==> src/rtl/piso_pkg.sv <==
// rtl/piso_pkg.sv - shared types and helpers for the piso_stream serializer
package piso_pkg;

    // Two-state shifter: waiting for a word, or shifting one out
    typedef enum logic {
        ST_IDLE  = 1'b0,
        ST_SHIFT = 1'b1
    } piso_state_t;

    // Ceiling log2, used to size the length port and bit counter
    function automatic int piso_clog2(input int value);
        int r;
        r = 0;
        for (int v = value - 1; v > 0; v = v >> 1) begin
            r++;
        end
        return r;
    endfunction

    // A length of 0 or anything wider than the word means a full word
    function automatic int piso_norm_len(input int len, input int width);
        return ((len == 0) || (len > width)) ? width : len;
    endfunction

endpackage

==> src/rtl/piso_bit_cnt.sv <==
// rtl/piso_bit_cnt.sv - loadable down-counter of bits remaining in a frame
module piso_bit_cnt #(
    parameter int CNT_W = 4
) (
    input  logic             clk_i,
    input  logic             s_rst_i,
    input  logic             load_i,
    input  logic [CNT_W-1:0] load_val_i,
    input  logic             dec_i,
    output logic [CNT_W-1:0] count_o,
    output logic             last_o
);

    logic [CNT_W-1:0] r_count;

    // Load wins over decrement so a back-to-back reload starts a fresh count
    always_ff @(posedge clk_i) begin
        if (s_rst_i) begin
            r_count <= '0;
        end else if (load_i) begin
            r_count <= load_val_i;
        end else if (dec_i && (r_count != '0)) begin
            r_count <= r_count - CNT_W'(1);
        end
    end

    assign count_o = r_count;
    assign last_o  = (r_count == CNT_W'(1));

endmodule

==> src/rtl/piso_stream.sv <==
// rtl/piso_stream.sv - parallel-in/serial-out shifter with load handshake and bit strobe
module piso_stream
    import piso_pkg::*;
#(
    parameter int   DATA_WIDTH = 8,
    parameter logic IDLE_LEVEL = 1'b1,
    parameter int   LEN_W      = piso_clog2(DATA_WIDTH) + 1
) (
    input  logic                  clk_i,
    input  logic                  s_rst_i,
    input  logic                  s_valid_i,
    output logic                  s_ready_o,
    input  logic [DATA_WIDTH-1:0] data_i,
    input  logic [LEN_W-1:0]      len_i,
    input  logic                  msb_first_i,
    input  logic                  tick_i,
    output logic                  data_o,
    output logic                  busy_o,
    output logic                  done_o
);

    piso_state_t           r_state;
    piso_state_t           w_next_state;
    logic [DATA_WIDTH-1:0] r_sreg;
    logic                  r_msb_first;
    logic                  r_done;

    logic [LEN_W-1:0]      w_len;
    logic [LEN_W-1:0]      w_shamt;
    logic [LEN_W-1:0]      w_count;
    logic                  w_last;
    logic                  w_shift_tick;
    logic                  w_frame_end;
    logic                  w_accept;

    assign w_len   = LEN_W'(piso_norm_len(int'(len_i), DATA_WIDTH));
    assign w_shamt = LEN_W'(DATA_WIDTH) - w_len;

    assign w_shift_tick = (r_state == ST_SHIFT) && tick_i;
    assign w_frame_end  = w_shift_tick && w_last;

    // Ready during the final tick lets the next word load with no idle gap
    assign s_ready_o = (r_state == ST_IDLE) || w_frame_end;
    assign w_accept  = s_valid_i && s_ready_o;

    piso_bit_cnt #(
        .CNT_W (LEN_W)
    ) u_bit_cnt (
        .clk_i      (clk_i),
        .s_rst_i    (s_rst_i),
        .load_i     (w_accept),
        .load_val_i (w_len),
        .dec_i      (w_shift_tick),
        .count_o    (w_count),
        .last_o     (w_last)
    );

    // State register
    always_ff @(posedge clk_i) begin
        if (s_rst_i) begin
            r_state <= ST_IDLE;
        end else begin
            r_state <= w_next_state;
        end
    end

    // Next state: a reload on the last tick keeps the block in SHIFT
    always_comb begin
        w_next_state = r_state;
        case (r_state)
            ST_IDLE: begin
                if (w_accept) begin
                    w_next_state = ST_SHIFT;
                end
            end
            ST_SHIFT: begin
                if (w_frame_end) begin
                    w_next_state = w_accept ? ST_SHIFT : ST_IDLE;
                end
            end
            default: w_next_state = ST_IDLE;
        endcase
    end

    // Shift register: MSB mode left-aligns the word so bit len-1 leads
    always_ff @(posedge clk_i) begin
        if (s_rst_i) begin
            r_sreg      <= '0;
            r_msb_first <= 1'b0;
        end else if (w_accept) begin
            r_sreg      <= msb_first_i ? (data_i << w_shamt) : data_i;
            r_msb_first <= msb_first_i;
        end else if (w_shift_tick) begin
            if (r_msb_first) begin
                r_sreg <= {r_sreg[DATA_WIDTH-2:0], 1'b0};
            end else begin
                r_sreg <= {1'b0, r_sreg[DATA_WIDTH-1:1]};
            end
        end
    end

    // End-of-frame pulse, one cycle after the final tick
    always_ff @(posedge clk_i) begin
        if (s_rst_i) begin
            r_done <= 1'b0;
        end else begin
            r_done <= w_frame_end;
        end
    end

    // Serial output comes only from registers, so tick_i cannot glitch it
    always_comb begin
        busy_o = (r_state == ST_SHIFT);
        done_o = r_done;
        data_o = IDLE_LEVEL;
        if (busy_o) begin
            data_o = r_msb_first ? r_sreg[DATA_WIDTH-1] : r_sreg[0];
        end
    end

endmodule
==> config.mk <==
export PLATFORM = sky130hd
export DESIGN_NAME = piso_stream
export DESIGN_NICKNAME = d
export VERILOG_FILES = /design/src/rtl/piso_pkg.sv /design/src/rtl/piso_bit_cnt.sv /design/src/rtl/piso_stream.sv
export SDC_FILE = /design/constraint.sdc
export NUM_CORES = 1
export LEC_CHECK = 0
export CAP_MARGIN = 20
export CORE_AREA = 4 4 52 72
export CTS_CLUSTER_SIZE = 40
export DETAILED_ROUTE_END_ITERATION = 6
export DIE_AREA = 0 0 56 76
export RECOVER_POWER = 100
export SLEW_MARGIN = 10
export SYNTH_ARGS = -nofsm -noshare
export SYNTH_HDL_FRONTEND = slang
export SYNTH_HIERARCHICAL = 1
export SYNTH_SLANG_ARGS = --single-unit
==> constraint.sdc <==
create_clock -name clk_i -period 2.76 [get_ports clk_i]
set_input_delay 0.552 -clock clk_i [delete_from_list [all_inputs] [get_ports clk_i]]
set_output_delay 0.552 -clock clk_i [all_outputs]
set_load 0.01 [all_outputs]
==> flow_summary.yaml <==
status:
  outcome: "finished clean"
worst_setup_path:
  cp_top_family: "buffers and inverters"
  cp-end-kind: "output pin"
  cp.arrival_ps: 2040
  critical_path.max_fanout: 3
  path_buf_inv: 2
  worstPathRequired_ps: 2210
  slowest_delay_ps: 600
  crit_cells: 5
  path_cells: "inv_1, ha_1, nor3b_1, a21bo_2, dlygate4sd3_1"
  start_kind: "flop"
  critPathKind: "flop to output pin"
  cp_slowest_cell: "dlygate4sd3_1"
  reg2regPathDepth: 9
cts:
  post_cts_buffers: 0
  cts_root_buf: "clkbuf_8"
  clock_latency_ps: 250
  cts_resized: 0
  h-tree-depth: 1
  hold_buffers: 0
  clk_path_buf_depth: 2
  numCtsBuffers: 3
  clock-sinks: 15
  cts_tree: "done"
  clkSlewWorstSetupHoldPaths_ps: 60
drt:
  drt-initial-drc-count: 27
  drc: 0
  routed_via_density: 5.68
  ant_nets: 0
  wl_um: 2940
  dr.pass1.iters: 4
  wire_per_inst_um: 13.9
  dr_total_vias: 1204
die:
  num_rows: 24
  io_pins: 21
  coreArea_um2: 3120
  die_area_um2: 4260
  initial_core_util: 0.414
  die_y_um: 76
  die_w_um: 56
pwr:
  vdd.ir_drop.worst_mv: 0.182
  combPwrFrac: 0.332
  p_clk_frac: 0.274
  seqPwrFrac: 0.395
  p_sw_uw: 204
  finalPower_uw: 643
  pwr_density_cell_nw_per_um2: 416
  p_leak_uw: 0.000574
  internal_power_uw: 439
  switching_share: 0.317
synth:
  synthArstFlopShare: 0
  synth_most_common_cell: "dfxtp_1"
  syn-num-nets: 171
  synth_top_family_by_area: "simple AND/OR/NAND/NOR gates"
  synth.area.top_cells: "dfxtp_1 (23%), mux2i_1 (8.5%), nor3_1 (3.5%), inv_1 (3.2%), ha_1 (2.9%)"
  yosys_register_bits: 15
  yosysSeqAreaShare: 0.232
  synth_edf_count: 0
  yosys_most_used_dff: "dfxtp_1"
  netlist_instances: 151
  synthSimpleGateAreaFrac: 0.248
  synthTopCellsByCount: "dfxtp_1 (15), inv_1 (11), mux2i_1 (11)"
  synth_area_um2: 1290
  synthMuxAreaShare: 0.132
  synth_top_cell_by_area: "dfxtp_1"
  synth.distinct_cells: 52
  synth.top_cell.area_share: 0.232
  synthXorXnorAreaFrac: 0.0348
  synth_warnings: 6
  syn_avg_cell_area_um2: 8.56
  synth-compound-area-share: 0.236
  synth_adder_area_share: 0.0290
place:
  gp_congestion: 0.976
  port_buffers: 20
  dp.cells: 208
  hpwl_um: 2300
  placed_area_um2: 1520
sta:
  setup_tns_ps: 0
  finalMaxSlewViolations: 0
  fin_crit_sh: 0.939
  hold-worst-slack_ps: 520
  rsz0062_at_grt: "no"
  worst_pin_slew_ps: 537
  fmax_ghz: 0.386
  hold_viol_final: 0
  finalCriticalPeriod_ps: 2590
  clock_skew_ps: 5.49
  setup_viol: 0
  maxSlewHeadroom: 0.642
run:
  cap_viol_max_count: 0
worst_hold_path:
  hold_path_class: "flop to flop"
  min_path_cells: 2
cells_and_area:
  diodes: 0
  fin_area_um2: 1550
  areaGrowthSynthToFinish_pct: 19.7
  final_cells: 212
  finalNetCount: 194
  drive_gt1_frac: 0.127
global_route:
  overflow: 0
  grt_pass1_wl_um: 4970
  antenna_found_initial: 0
  grt_use_total: 0.141
  grt_max_degree: 16
  first_global_vias: 1129
-- through the flow --
stage           util  setup slack (ps)
2_1_floorplan      -               576
3_3_place_gp   0.487              88.5
3_5_place_dp   0.487              49.3
4_1_cts        0.502               209
5_1_grt        0.495              62.5
6_report       0.495               169
-- power groups by stage --
stage | clock, µW | sequential, µW | combinational (µW)
after detailed placement | 0 | 259 | 220
final | 176 | 254 | 213
after global placement | 0 | 258 | 217
after CTS | 182 | 254 | 221
after floorplan | 0 | 252 | 157
after global routing | 191 | 257 | 238
-- path summary, 6_finish.rpt --
path	start	endpoint	slack (ps)
max	u_bit_cnt/count_o[1]$_SDFFE_PP0P_	s_ready_o	170
min	r_sreg[4]$_SDFFE_PP0P_	r_sreg[4]$_SDFFE_PP0P_	520
max reg2reg	u_bit_cnt/count_o[1]$_SDFFE_PP0P_	u_bit_cnt/count_o[0]$_SDFFE_PP0P_	450
min reg2reg	r_sreg[4]$_SDFFE_PP0P_	r_sreg[4]$_SDFFE_PP0P_	520
-- worst register-to-register path: cells and delay by family, from the launching register on --
kind / cells / cell delay [ps]
AND/OR/NAND/NOR: 5 / 1070
flip-flops: 1 / 320
buffers and inverters: 2 / 440
adder cells (fa/ha/maj): 1 / 150
AO/OA/AOI/OAI: 1 / 230
-- layout make-up --
cell class                 instances  area (µm²)
timing repair buffer              27         245
sequential                        15         300
inverter                          11        41.3
clock buffer                       3        41.3
clock inverter                     1        5.00
tap                               39        48.8
multi-input combinational        116         865
fill                             325        1580
-- per-layer routing --
layer	share of wire	routed length (µm)	vias to the layer above	track usage
met5	0	0	-	0
met4	0.0092	27	0	0.0641
met3	0.036	107	2	0.0186
met2	0.52	1520	23	0.244
met1	0.44	1290	560	0.171
li1	-	-	619	-
-- cells in the final DEF, fill, tap and decap left out, types with 3 or more instances in the layout --
master / count
a2111oi_0: 3
nand3b_1: 3
nand2_1: 11
nor2b_1: 3
clkbuf_8: 3
ha_1: 3
clkdlybuf4s50_1: 14
a21oi_1: 4
mux2_2: 3
mux2i_1: 11
buf_4: 5
nor3_1: 9
dfxtp_1: 15
a221oi_1: 4
nor4_1: 3
dlygate4sd3_1: 6
nand3_1: 7
nor2_1: 10
inv_1: 11
o21ai_0: 7
-- sequential cells by signal, indices dropped and copies added, names as in the netlist --
| name | count |
|---|---|
| r_sreg | 8 |
| busy_o | 1 |
| u_bit_cnt/count_o | 4 |
| done_o | 1 |
| r_msb_first | 1 |
-- logic make-up (layout without fill, tap and decap cells) --
logic type,after synthesis,count (layout)
AO/OA/AOI/OAI,37,37
adder cells (fa/ha/maj),3,3
multiplexers,15,15
AND/OR/NAND/NOR,58,58
XOR/XNOR,3,3
buffers and inverters,20,42
flip-flops,15,15
Note: power is estimated with default switching activity, not from simulation.
==> edit 1, RTL diff (same settings) <==
Change the parameter `DATA_WIDTH` from 8 to 6.
--- a/src/rtl/piso_stream.sv
+++ b/src/rtl/piso_stream.sv
@@ -2,7 +2,7 @@
 module piso_stream
     import piso_pkg::*;
 #(
-    parameter int   DATA_WIDTH = 8,
+    parameter int   DATA_WIDTH = 6,
     parameter logic IDLE_LEVEL = 1'b1,
     parameter int   LEN_W      = piso_clog2(DATA_WIDTH) + 1
 ) (
Ports: changed (resized data_i); port bits go from 21 to 19. No check against the original RTL was run, so the function may have changed too.
==> edit 1 against the original RTL <==
Sequential power decreased by 13%. Power shrank 12%. Wire length fell by 4.6%. Setup slack improved by 73 ps. Synthesized cell count fell by 3.3%. Combinational power decreased by 19%. Area after synthesis fell by 8.1%. Count of clock-buffer cells in the layout grew 1. Design area is 9.1% lower. Sequential cell count down 2. Largest power group unchanged.
==> edit 1: results (changes against the original RTL) <==
metric	value	unit	change
status	finished clean		
CP Data Arrival Time	1970	ps	-70 ps
Vias/cell	5.710		+0.54%
Crit Path Max Fanout	4		+1
syn nets	163		-4.7%
HPWL Detailed	2127	um	-7.6%
Tot GR Track Use	13.68	%	-0.45 points
most flop-heavy register	r_sreg		
gpl congestion	0.8047		-18%
final net count	179		-7.7%
post-CTS setup buffers	0		unchanged
cell count after synthesis	146		-3.3%
Port-buffer cells	18		-10%
layout cell share with drive strength beyond 1	9.938	%	-2.8 points
DRT iter0 DRCs	22		-19%
top cells by area, synth	dfxtp_1 (22%), mux2i_1 (4.2%), nand2_1 (3.8%)		
list of most frequent post-synthesis cells	dfxtp_1 (13), nand2_1 (12), nor2_1 (10), o21ai_0 (7)		
FF-to-FF setup slack	430	ps	-20 ps
max reg flops	6		-2
Seq/Total Area, Yosys	21.92	%	-1.3 points
Placed Area	1368	sq um	-10%
Peak VDD IR	0.1813	mV	-0.53%
Synth async-reset ratio	0	%	unchanged
first-pass GRT wire length	4899	um	-1.5%
placed insts	196		-5.8%
fillcell total	349		+7.4%
Setup Skew	3.206	ps	-2.282 ps
clock-pin slew on the worst setup and hold paths	60	ps	about the same
WL final	2804	um	-4.6%
largest net degree at the start of global routing	20		+4
DR vias	1142		-5.1%
Root Buffer	clkbuf_8		
Slew headroom	62.73	%	-1.5 points
P_leak	0.4896	nW	-15%
Synth cell types	58		+12%
-- edit 1: cell types whose count changed in the layout (fill, tap and decap cells not counted), moves of 3 or more --
cell      change
nor3_1        -5
nor3b_1       +4
mux2i_1       -6
inv_1         -6
nor4_1        -3
a221oi_1      -3
nor2b_1       +3
nand3_1       -6
-- edit 1: power breakdown --
group / leakage (nW) / switching [mW] / internal [mW] / total, mW
sequential: 0.107 / 0.0157 / 0.204 / 0.220
clock: 0.0228 / 0.0716 / 0.102 / 0.174
combinational: 0.359 / 0.0887 / 0.0832 / 0.172
total: 0.490 / 0.176 / 0.389 / 0.565
-- edit 1: metal layers --
metal  part of all wire [%]  track usage (%)
met2                     49            22.95
met3                    3.6            2.203
met5                      0                0
met1                     46            17.66
met4                    1.1            4.276
-- edit 1: cell type report --
type / count / area [sq um] / area share [%]
Multi-Input combinational cell: 116 / 822.0 / 58.50
Sequential cell: 13 / 260.3 / 18.52
Tap cell: 39 / 48.80 / 3.473
Clock buffer: 4 / 45.04 / 3.206
Inverter: 6 / 22.52 / 1.603
Timing Repair Buffer: 22 / 206.4 / 14.69
-- edit 1: logic make-up (layout without fill, tap and decap cells) --
| family | count (synthesis) | after routing | share of synthesized area [%] |
|---|---|---|---|
| simple gates | 64 | 64 | 32.46 |
| compound gates | 43 | 43 | 29.51 |
| buf+inv | 17 | 32 | 8.535 |
| flops | 13 | 13 | 21.92 |
| mux | 6 | 6 | 5.163 |
| fa+ha+maj | 2 | 2 | 2.107 |
| other cells | 1 | 1 | 0.3158 |
-- edit 1: metrics by stage --
step / hold slack [ps] / total power [mW] / util [%] / setup WS (ps)
3_5_place_dp: 514.5 / 0.3998 / 43.79 / 341.3
4_1_cts: 521.3 / 0.5707 / 45.23 / 273.2
2_1_floorplan: 487.8 / 0.3434 / - / 571.2
6_report: 518.5 / 0.5654 / 44.99 / 241.8
5_1_grt: 550.8 / 0.5985 / 44.99 / 106.6
3_3_place_gp: 514.7 / 0.3967 / 43.79 / 402.3
-- edit 1: worst paths after layout --
path	startpoint	endpoint	cells after the start
worst max-delay path	u_bit_cnt/count_o[1]$_SDFFE_PP0P_	s_ready_o	5
worst min-delay path	r_sreg[0]$_SDFFE_PP0P_	r_sreg[0]$_SDFFE_PP0P_	2
worst min register to register	r_sreg[0]$_SDFFE_PP0P_	r_sreg[0]$_SDFFE_PP0P_	2
worst max register to register	u_bit_cnt/count_o[1]$_SDFFE_PP0P_	r_sreg[0]$_SDFFE_PP0P_	9
-- edit 1: critical path, stage by stage (launching register included) --
cell and delay (ps):
dfxtp_1 310, inv_1 110, ha_1 170, nor3b_1 330, a21bo_4 200, dlygate4sd3_1 610
==> edit 2, RTL diff (config.mk and constraints unchanged) <==
Without the edit above. Reset style: asynchronous (`s_rst_i`), changed in 4 clocked blocks.
--- a/src/rtl/piso_bit_cnt.sv
+++ b/src/rtl/piso_bit_cnt.sv
@@ -14,7 +14,7 @@
     logic [CNT_W-1:0] r_count;
 
     // Load wins over decrement so a back-to-back reload starts a fresh count
-    always_ff @(posedge clk_i) begin
+    always_ff @(posedge clk_i or posedge s_rst_i) begin
         if (s_rst_i) begin
             r_count <= '0;
         end else if (load_i) begin
--- a/src/rtl/piso_stream.sv
+++ b/src/rtl/piso_stream.sv
@@ -56,7 +56,7 @@
     );
 
     // State register
-    always_ff @(posedge clk_i) begin
+    always_ff @(posedge clk_i or posedge s_rst_i) begin
         if (s_rst_i) begin
             r_state <= ST_IDLE;
         end else begin
@@ -83,7 +83,7 @@
     end
 
     // Shift register: MSB mode left-aligns the word so bit len-1 leads
-    always_ff @(posedge clk_i) begin
+    always_ff @(posedge clk_i or posedge s_rst_i) begin
         if (s_rst_i) begin
             r_sreg      <= '0;
             r_msb_first <= 1'b0;
@@ -100,7 +100,7 @@
     end
 
     // End-of-frame pulse, one cycle after the final tick
-    always_ff @(posedge clk_i) begin
+    always_ff @(posedge clk_i or posedge s_rst_i) begin
         if (s_rst_i) begin
             r_done <= 1'b0;
         end else begin
Check against the original RTL: differs if s_rst_i is asserted again (counterexample within 4 cycles, from zero or initial values and one cycle with s_rst_i high); with s_rst_i held inactive, the same outputs for 10 cycles.
==> edit 2 against the original RTL <==
Design area up 3.2%. Worst hold slack better by 3.5 ps. Setup slack better by 38 ps. Area after synthesis grew 0.97%. Sequential cell count unchanged. Wire length rose by 0.51%. Highest routed layer unchanged.
Power is not compared: it rests on default switching activity, and its combinational part moved more than twofold at a synthesized area within 25%.
==> edit 2: results (changes against the original RTL) <==
metric	value	unit	change
Finished Layout Cells	209		-1.4%
Synth Area in Compound Gates	23.87	%	+0.25 points
DRT iter0 DRCs	36		+33%
Slew @ Worst Pin	451.3	ps	-85.80 ps
status	finished clean		
Place WS	94.76	ps	+45.42 ps
M1 wire length	1298	um	+1.0%
mux cell area share after synthesis	12.75	%	-0.41 points
Detail Route met2 WL	1518	um	about the same
WL final	2955	um	+0.51%
cell count after synthesis	147		-2.6%
final net count	191		-1.5%
post-synthesis xor/xnor area fraction	2.589	%	-0.90 points
largest net degree at the start of global routing	17		+1
metal3 WL	83	um	-22%
HPWL Detailed	2426	um	+5.4%
fillcell total	312		-4.0%
Post-Synth Adder-Cell Area	2.876	%	-0.028 points
multi-input combinational area share	51.61	%	-4.3 points
Non-clock buffer share	15.84	%	about the same
Sequential Area	375.4	sq um	+25%
multi-input gate count	111		-4.3%
grt met2 use	25.53	%	+1.2 points
Seq/Total Area, Yosys	28.76	%	+5.5 points
Vias/cell	5.636		-0.76%
top cells by area, synth	dfrtp_1 (29%), mux2i_1 (6.1%), a21oi_1 (5.0%)		
nonclk inv count	13		+2
gpl congestion	0.8953		-8.2%
Seq cells	15		unchanged
Placed Area	1549	sq um	+1.8%
syn nets	167		-2.3%
post-synthesis cell area	1305	sq um	+0.97%
==> edit 2: worst paths after layout <==
kind | startpoint | end | slack, ps
min in group asynchronous | s_rst_i | u_bit_cnt/count_o[0]$_DFFE_PP0P_ | 650
hold reg to reg | r_sreg[3]$_DFFE_PP0P_ | r_sreg[3]$_DFFE_PP0P_ | 520
max in group asynchronous | s_rst_i | r_sreg[3]$_DFFE_PP0P_ | 1680
setup reg to reg | u_bit_cnt/count_o[1]$_DFFE_PP0P_ | u_bit_cnt/count_o[3]$_DFFE_PP0P_ | 490
hold / removal | r_sreg[3]$_DFFE_PP0P_ | r_sreg[3]$_DFFE_PP0P_ | 520
setup / recovery | u_bit_cnt/count_o[1]$_DFFE_PP0P_ | s_ready_o | 210
==> edit 2: worst max-delay path: stages, from the launching register on <==
cell and delay (ps):
dfrtp_1 400, inv_1 80, ha_1 140, nor3b_1 310
a21bo_2 220, dlygate4sd3_1 610
